File: config.mk
export PLATFORM = sky130hd
export DESIGN_NAME = fsm_run_detector
export DESIGN_NICKNAME = d
export VERILOG_FILES = /design/src/rtl/fsm_run_detector.sv
export SDC_FILE = /design/constraint.sdc
export NUM_CORES = 1
export LEC_CHECK = 0
export BUFFER_PORTS_ARGS = -buffer_cell sky130_fd_sc_hd__buf_2
export CORE_MARGIN = 4
export CORE_UTILIZATION = 54
export CTS_BUF_LIST = sky130_fd_sc_hd__clkbuf_16
export DETAILED_ROUTE_END_ITERATION = 16
export PLACE_DENSITY = 0.81
export SLEW_MARGIN = 5
export SYNTH_ARGS = -nofsm -noshare
export SYNTH_HDL_FRONTEND = slang
export SYNTH_SLANG_ARGS = --single-unit
File: constraint.sdc
create_clock -name clk -period 3.05 [get_ports clk]
set_clock_uncertainty 0.15 [all_clocks]
set_input_delay 0.61 -clock clk [delete_from_list [all_inputs] [get_ports clk]]
set_output_delay 0.61 -clock clk [all_outputs]
set_load 0.005 [all_outputs]
File: src/rtl/fsm_run_detector.sv
// fsm_run_detector: Moore run detector over the symbol MSB class with a saturating event counter; define FSM_RUN_STICKY_EN to enable sticky class transfer
module fsm_run_detector #(
  parameter int W = 2,
  parameter int RUN_LEN = 2,
  parameter int CNT_W = 8,
  localparam int LW = $clog2(RUN_LEN + 1)
) (
  input  logic             clk,
  input  logic             rstn,
  input  logic             i_clear,
  input  logic             i_valid,
  input  logic [W-1:0]     i_data,
  output logic             o_detect,
  output logic             o_class,
  output logic [LW-1:0]    o_run_len,
  output logic [CNT_W-1:0] o_event_cnt
);
  typedef enum logic [1:0] {IDLE = 2'd0, RUN = 2'd1, DET = 2'd2} state_t;
  localparam logic [LW-1:0] FULL = LW'(RUN_LEN);
  state_t state, nxt_state;
  logic cls, in_run, sticky, unused_bits;
  logic [LW-1:0] nxt_len;
  assign unused_bits = ^i_data;
  assign o_detect = (state == DET);
  // run length and next state a valid sample would produce
  always_comb begin
    cls = i_data[W-1];
    in_run = (state == RUN) || (state == DET);
`ifdef FSM_RUN_STICKY_EN
    sticky = (state == DET) && (cls != o_class) && i_data[0];
`else
    sticky = 1'b0;
`endif
    nxt_len = sticky ? FULL : (in_run && cls == o_class) ? ((o_run_len >= FULL) ? FULL : o_run_len + 1'b1) : LW'(1);
    nxt_state = (nxt_len >= FULL) ? DET : RUN;
  end
  // state, run tracking and saturating count of DET entries
  always_ff @(posedge clk or negedge rstn) begin
    if (!rstn) begin
      state <= IDLE;
      o_class <= 1'b0;
      o_run_len <= '0;
      o_event_cnt <= '0;
    end else if (i_clear) begin
      state <= IDLE;
      o_class <= 1'b0;
      o_run_len <= '0;
      o_event_cnt <= '0;
    end else if (!in_run && state != IDLE) begin
      state <= IDLE;
    end else if (i_valid) begin
      state <= nxt_state;
      o_class <= cls;
      o_run_len <= nxt_len;
      if (nxt_state == DET && state != DET && !(&o_event_cnt))
        o_event_cnt <= o_event_cnt + 1'b1;
    end
  end
endmodule

==> results.sh, run 1 <==
export IMPL_num_nets_final=98
export IMPL_cts_resized_gates=0
export IMPL_cts_buffers=3
export IMPL_vias=646
export IMPL_async_flop_share_pct=100
export IMPL_hpwl_mm=1.08
export IMPL_n_antenna_cell=0
export IMPL_setup_viol=0
export IMPL_clk_latency_ns=0.24
export IMPL_ir_drop_v=0.000345
export IMPL_relSlewSlack_pct=64.3
export IMPL_syn_area_per_cell_um2=10.4
export IMPL_synth_top_area_cell="dfrtp_1"
export IMPL_yosysMostFrequentCell="dfrtp_1"
export IMPL_period_needed_ns=2.12
export IMPL_crit_arrival_ns=2.14
export IMPL_post_drt_wl_per_cell_um=15.7
export IMPL_synthCells=70
export IMPL_max_stage_delay_ns=0.57
export IMPL_drc=0
export IMPL_via_per_inst=6.33
export IMPL_cts_max_path_buffers=2
export IMPL_maxCapViolations=0
export IMPL_period_share_pct=69.6
export IMPL_cp_cell_sequence="ha_1 > and2b_4 > nand4bb_4 > or4_1 > a21oi_1"
export IMPL_ys_warn_count=0
export IMPL_setup_tns_final_ns=0
export IMPL_first_iter_violations=12
export IMPL_synth_distinct_cells=27
export IMPL_crit_buf_inv=0
export IMPL_crit_family="simple AND/OR/NAND/NOR gates"
export IMPL_synth_area_um2=731
export IMPL_area_growth_pct=22.1
export IMPL_maxSlewViolCount=0
export IMPL_critPathRequiredTime_ns=3.07
export IMPL_path_class="reg2reg"
export IMPL_track_usage_pct=17.9
export IMPL_hold_class="in2async"
export IMPL_path_max_fanout=14
export IMPL_cp_slowest_cell="or4_1"
export IMPL_htreeDepth=1
export IMPL_rsz0062_at_grt="false"
export IMPL_p_int_mw=0.363
export IMPL_ios=18
export IMPL_dr_pass1_iters=4
export IMPL_final_core_utilization_pct=75.2
export IMPL_portBuffers=16
export IMPL_cts_sinks=13
export IMPL_hold_violations=0
export IMPL_synth_edf_count=0
export IMPL_cts_hold_buf=0
export IMPL_end_kind="flip-flop"
export IMPL_synth_seq_cells=13
export IMPL_worst_pin_slew_ns=0.531
export IMPL_root_buffer="clkbuf_16"
export IMPL_ant_nets=0
export IMPL_coreArea_um2=1190
export IMPL_p_per_area_nw_per_um2=514
export IMPL_cts_tree="done"
export IMPL_clockPowerShare_pct=53.7
export IMPL_antenna_found_initial=0
export IMPL_grt_max_degree=16
export IMPL_seq_area_frac_synth_pct=44.5
export IMPL_synth_top_area_share_pct=44.5
export IMPL_fillerInstances=81
export IMPL_postCtsSetupBuffers=0
export IMPL_grt_ovfl_total=0
export IMPL_rows=12
export IMPL_routed_wl_mm=1.60
export IMPL_yosys_most_used_dff="dfrtp_1"
export IMPL_synthTopCellsByArea="dfrtp_1 (45%), mux2i_1 (5.5%), ha_1 (5.1%)"
export IMPL_combPwrFrac_pct=7.0
export IMPL_timing_fmax_mhz=471
export IMPL_die_y_um=44.8
export IMPL_die_w_um=44.8
export IMPL_switchingPower_mw=0.0950
export IMPL_ys_top_cells_by_count="dfrtp_1 (13), nor2_1 (7), a21oi_1 (6)"
export IMPL_initial_core_util_pct=61.6
export IMPL_outcome="finished clean"
export IMPL_switching_share_pct=20.7
export IMPL_start_kind="flip-flop"
export IMPL_gp_congestion=0.794
export IMPL_dieArea_um2=2010
export IMPL_drive_above_1_share_pct=27.3
export IMPL_grt_pass1_wl_mm=2.64
export IMPL_postSynthNetCount=79
export IMPL_p_leak_nw=0.417
export IMPL_clk_pin_slew_worst_paths_ns=0.05
export IMPL_first_global_vias=588
export IMPL_seqPwrFrac_pct=39.3
## path summary, 6_finish.rpt
path | start | endpoint | slack, ns | depth (start not counted)
min | rstn | o_event_cnt[6]$_DFFE_PN0P_ | 0.09 | 1
max in group asynchronous | rstn | o_class$_DFFE_PN0P_ | 2.43 | 1
min reg2reg | o_event_cnt[6]$_DFFE_PN0P_ | o_event_cnt[6]$_DFFE_PN0P_ | 0.42 | 2
max | state[0]$_DFFE_PN0P_ | o_event_cnt[3]$_DFFE_PN0P_ | 0.93 | 5
max reg2reg | state[0]$_DFFE_PN0P_ | o_event_cnt[3]$_DFFE_PN0P_ | 0.93 | 5
min in group clk | o_event_cnt[6]$_DFFE_PN0P_ | o_event_cnt[6]$_DFFE_PN0P_ | 0.42 | 2
## layout by cell type (no fill, tap or decap)
cell type	instances
o41ai_1	2
inv_1	3
nor3_1	2
nand4bb_4	1
a21oi_1	6
a2111oi_0	1
nor2b_1	1
mux2i_1	4
nand2b_1	2
or3_1	2
nand4_1	1
nor2_2	2
nand3_1	4
xor2_1	1
dfrtp_1	13
nand2_1	2
o31ai_1	3
mux2_1	1
o21ai_0	1
and2b_4	1
or4_1	4
a211oi_1	1
nor4_2	1
buf_2	16
ha_1	3
nor2_1	7
clkbuf_16	3
## state kept, by name, indices dropped and copies added (netlist names)
signal       flops
o_class          1
state            2
o_event_cnt      8
o_run_len        2
## cell type report
class	count	area [µm²]	share of cell area, %
Clock inverter	1	3.75	0.421
Inverter	2	7.51	0.842
Timing Repair Buffer	16	80.1	8.98
Tap cell	14	17.5	1.96
Clock buffer	3	75.1	8.42
Sequential cell	13	325	36.5
Multi-Input combinational cell	53	383	42.9
## metal layers
layer | track usage, % | up-vias | share of wire (%)
met5 | 0 | - | 0
met4 | 8.19 | 0 | 3.1
met3 | 3.59 | 9 | 4.8
met2 | 28.7 | 17 | 49
met1 | 23.1 | 316 | 43
li1 | - | 304 | -
## cells by family (layout without fill, tap and decap cells)
family / count (synthesis) / count (layout) / share of synthesized area (%)
buffers and inverters: 4 / 22 / 3.08
adder cells (fa/ha/maj): 3 / 3 / 5.14
flip-flops: 13 / 13 / 44.5
AND/OR/NAND/NOR: 30 / 30 / 26.5
multiplexers: 5 / 5 / 7.02
XOR/XNOR: 1 / 1 / 1.20
AO/OA/AOI/OAI: 14 / 14 / 12.5
## power by group through the flow
stage	sequential [mW]	combinational, mW	clock (mW)
6_report	0.180	0.0322	0.246
5_1_grt	0.180	0.0353	0.255
4_1_cts	0.180	0.0327	0.245
3_5_place_dp	0.182	0.0327	0
3_3_place_gp	0.182	0.0311	0
2_1_floorplan	0.182	0.0198	0
## metrics by stage
| step | hold slack (ns) | worst slack (ns) | cells | instance area [µm²] | total power [mW] |
|---|---|---|---|---|---|
| final | 0.0938 | 0.927 | 102 | 892 | 0.458 |
| after CTS | 0.107 | 0.928 | 102 | 892 | 0.457 |
| after global placement | 0.359 | 0.901 | 98 | 813 | 0.213 |
| after floorplan | 0.164 | 1.03 | 70 | 731 | 0.202 |
| after detailed placement | 0.360 | 0.865 | 98 | 813 | 0.215 |
| after global routing | 0.119 | 0.831 | 102 | 892 | 0.470 |
Power figures use the tool's default switching activity.
==> run 2, diff against run 1 <==
Settings changed: ABC_AREA from default to 1, CORE_UTILIZATION 54 to 46, PLACE_DENSITY 0.81 to 0.72.
Clock period 3.05 ns to 1.75 ns, I/O delays scaled along.
==> run 2 against run 1 <==
Area after synthesis up 7.5%. Non-clock buffer count up 3. Combinational power up 55%. Critical endpoint is now o_event_cnt[1]$_DFFE_PN0P_. Largest power group unchanged.
==> results.sh, run 2 <==
export IMPL_synth_top_family_by_area="simple AND/OR/NAND/NOR gates"
export IMPL_cp_slowest_cell="dfrtp_1"
export IMPL_synthXorXnorAreaFrac_pct=3.34
export IMPL_crit_arrival_ns=1.60
export IMPL_critPathRequiredTime_ns=1.72
export IMPL_synthCells=109
export IMPL_die_w_um=49.3
export IMPL_synth_seq_cells=13
export IMPL_crit_family="simple AND/OR/NAND/NOR gates"
export IMPL_hold_violations=0
export IMPL_n_antenna_cell=0
export IMPL_finalPower_mw=0.778
export IMPL_p_leak_nw=0.571
export IMPL_cts_tree="done"
export IMPL_ys_warn_count=0
export IMPL_period_needed_ns=1.62
export IMPL_worst_pin_slew_ns=0.295
export IMPL_synth_edf_count=0
export IMPL_grt_max_degree=14
export IMPL_timing_fmax_mhz=617
export IMPL_yosys_most_used_dff="dfrtp_1"
export IMPL_relSlewSlack_pct=80.3
export IMPL_grt_ovfl_total=0
export IMPL_async_flop_share_pct=100
export IMPL_via_per_inst=5.12
export IMPL_setup_tns_final_ns=0
export IMPL_htreeDepth=1
export IMPL_largestRegisters="o_event_cnt: 8 flops, o_run_len: 2 flops, state: 2 flops"
export IMPL_synthMuxAreaShare_pct=0
export IMPL_seq_area_frac_synth_pct=41.4
export IMPL_path_max_fanout=8
export IMPL_hold_class="in2reg"
export IMPL_outcome="finished clean"
export IMPL_antenna_found_initial=0
export IMPL_ys_top_cells_by_count="nand3_1 (28), nand2_1 (26), dfrtp_1 (13), inv_1 (13), nor2_1 (11)"
export IMPL_first_iter_violations=19
export IMPL_cts_sinks=13
export IMPL_num_nets_final=140
export IMPL_vias=747
export IMPL_first_global_vias=624
export IMPL_yosysMostFrequentCell="nand3_1"
export IMPL_portBuffers=16
export IMPL_synth_top_area_share_pct=41.4
export IMPL_period_share_pct=92.6
export IMPL_synth_distinct_cells=14
export IMPL_rsz0062_at_grt="false"
export IMPL_maxSlewViolCount=0
export IMPL_dr_pass1_iters=4
export IMPL_syn_area_per_cell_um2=7.21
export IMPL_root_buffer="clkbuf_16"
export IMPL_synth_area_um2=786
export IMPL_max_stage_delay_ns=0.36
export IMPL_maxCapViolations=0
export IMPL_synth_top_area_cell="dfrtp_1"
export IMPL_top_register="o_event_cnt"
export IMPL_area_growth_pct=24.7
export IMPL_synth_adder_area_share_pct=4.78
export IMPL_ir_drop_v=0.000617
export IMPL_start_kind="flip-flop"
export IMPL_clk_latency_ns=0.24
export IMPL_cts_buffers=3
export IMPL_hpwl_mm=1.19
export IMPL_yosys_area_share_simple_pct=41.9
export IMPL_largest_reg_flops=8
export IMPL_setup_viol=0
export IMPL_drive_above_1_share_pct=20.8
export IMPL_final_cell_mix="nand3_1 (28), nand2_1 (26), buf_2 (16)"
export IMPL_ios=18
export IMPL_end_kind="flip-flop"
export IMPL_ant_nets=0
export IMPL_cts_max_path_buffers=2
export IMPL_drc=0
export IMPL_synthTopCellsByArea="dfrtp_1 (41%), nand3_1 (18%), nand2_1 (12%)"
export IMPL_gp_congestion=0.789
export IMPL_fillerInstances=143
export IMPL_p_per_area_nw_per_um2=794
export IMPL_post_drt_wl_per_cell_um=10.4
export IMPL_rows=14
export IMPL_die_y_um=49.3
export IMPL_final_common_cell="nand3_1"
export IMPL_grt_pass1_wl_mm=2.59
export IMPL_crit_buf_inv=1
export IMPL_dieArea_um2=2430
export IMPL_routed_wl_mm=1.52
export IMPL_clk_pin_slew_worst_paths_ns=0.04
export IMPL_path_class="reg2reg"
export IMPL_track_usage_pct=13.8
export IMPL_initial_core_util_pct=50.4
export IMPL_cp_cell_sequence="inv_1 > ha_1 > nor2_1 > nand2_1 > nor2_1 > nand2_2 > nand3_1 > nand2_1"
export IMPL_coreArea_um2=1560
export IMPL_synth_compound_area_share_pct=0.637
export IMPL_postSynthNetCount=118
-- run 2: cell types whose count changed after synthesis, moves of 3 or more --
cell and delta:
or4_1 -4, nand3_1 +24, o31ai_1 -3, nor2_1 +4, nand2_1 +24, inv_1 +11
a21oi_1 -6, mux2i_1 -4
-- run 2: tightest hold or removal path, stage by stage --
cell     delay [ns]
buf_2          0.10
inv_1          0.05
o21ai_0        0.08
-- run 2: cell type report --
| cell class | count | area, µm² | area share (%) |
|---|---|---|---|
| Inverter | 14 | 52.6 | 5.36 |
| Timing Repair Buffer | 19 | 105 | 10.7 |
| Clock buffer | 3 | 75.1 | 7.66 |
| Tap cell | 16 | 20.0 | 2.04 |
| Sequential cell | 13 | 325 | 33.2 |
| Multi-Input combinational cell | 80 | 398 | 40.6 |
| Clock inverter | 1 | 3.75 | 0.383 |
-- run 2: routing by layer --
metal,wire length [µm],track usage (%)
met1,745,17.4
met2,681,21.2
met3,84,5.50
met4,10,4.27
met5,0,0
-- run 2: cells by family after synthesis --
family	after synthesis
compound gates	1
fa+ha+maj	3
buf+inv	16
xor+xnor	3
flops	13
simple gates	73
-- run 2: final timing paths --
| path | startpoint | end | cells past startpoint | slack, ns |
|---|---|---|---|---|
| worst min register to register | o_run_len[1]$_DFFE_PN0P_ | o_run_len[1]$_DFFE_PN0P_ | 2 | 0.38 |
| max in group asynchronous | rstn | state[0]$_DFFE_PN0P_ | 2 | 0.86 |
| worst max-delay path | state[0]$_DFFE_PN0P_ | o_event_cnt[1]$_DFFE_PN0P_ | 8 | 0.13 |
| min in group asynchronous | rstn | o_class$_DFFE_PN0P_ | 2 | 0.37 |
| worst max register to register | state[0]$_DFFE_PN0P_ | o_event_cnt[1]$_DFFE_PN0P_ | 8 | 0.13 |
| worst min-delay path | i_data[1] | o_class$_DFFE_PN0P_ | 3 | 0.25 |
-- run 2: report_power, final --
group / switching [mW] / total, mW / internal [mW]
Combinational: 0.0322 / 0.0499 / 0.0177
Clock: 0.115 / 0.415 / 0.300
Sequential: 0.00532 / 0.313 / 0.308
-- run 2: timing repair --
item | CTS | global route
hold buffers | 1 | 0
setup buffers | 0 | 0
resized for setup | 0 | 0
hold endpoints to repair | 13 | 0
-- run 2: through the flow --
step	setup WS, ns	cell area [µm²]	util [%]	hold slack (ns)	instances
final	0.129	980	62.8	0.246	146
after CTS	0.128	980	62.8	0.245	146
after detailed placement	0.137	891	57.1	0.104	141
after global placement	0.146	891	57.1	0.101	141
after global routing	0.0171	980	62.8	0.265	146
after floorplan	0.259	786	-	-0.0956	109
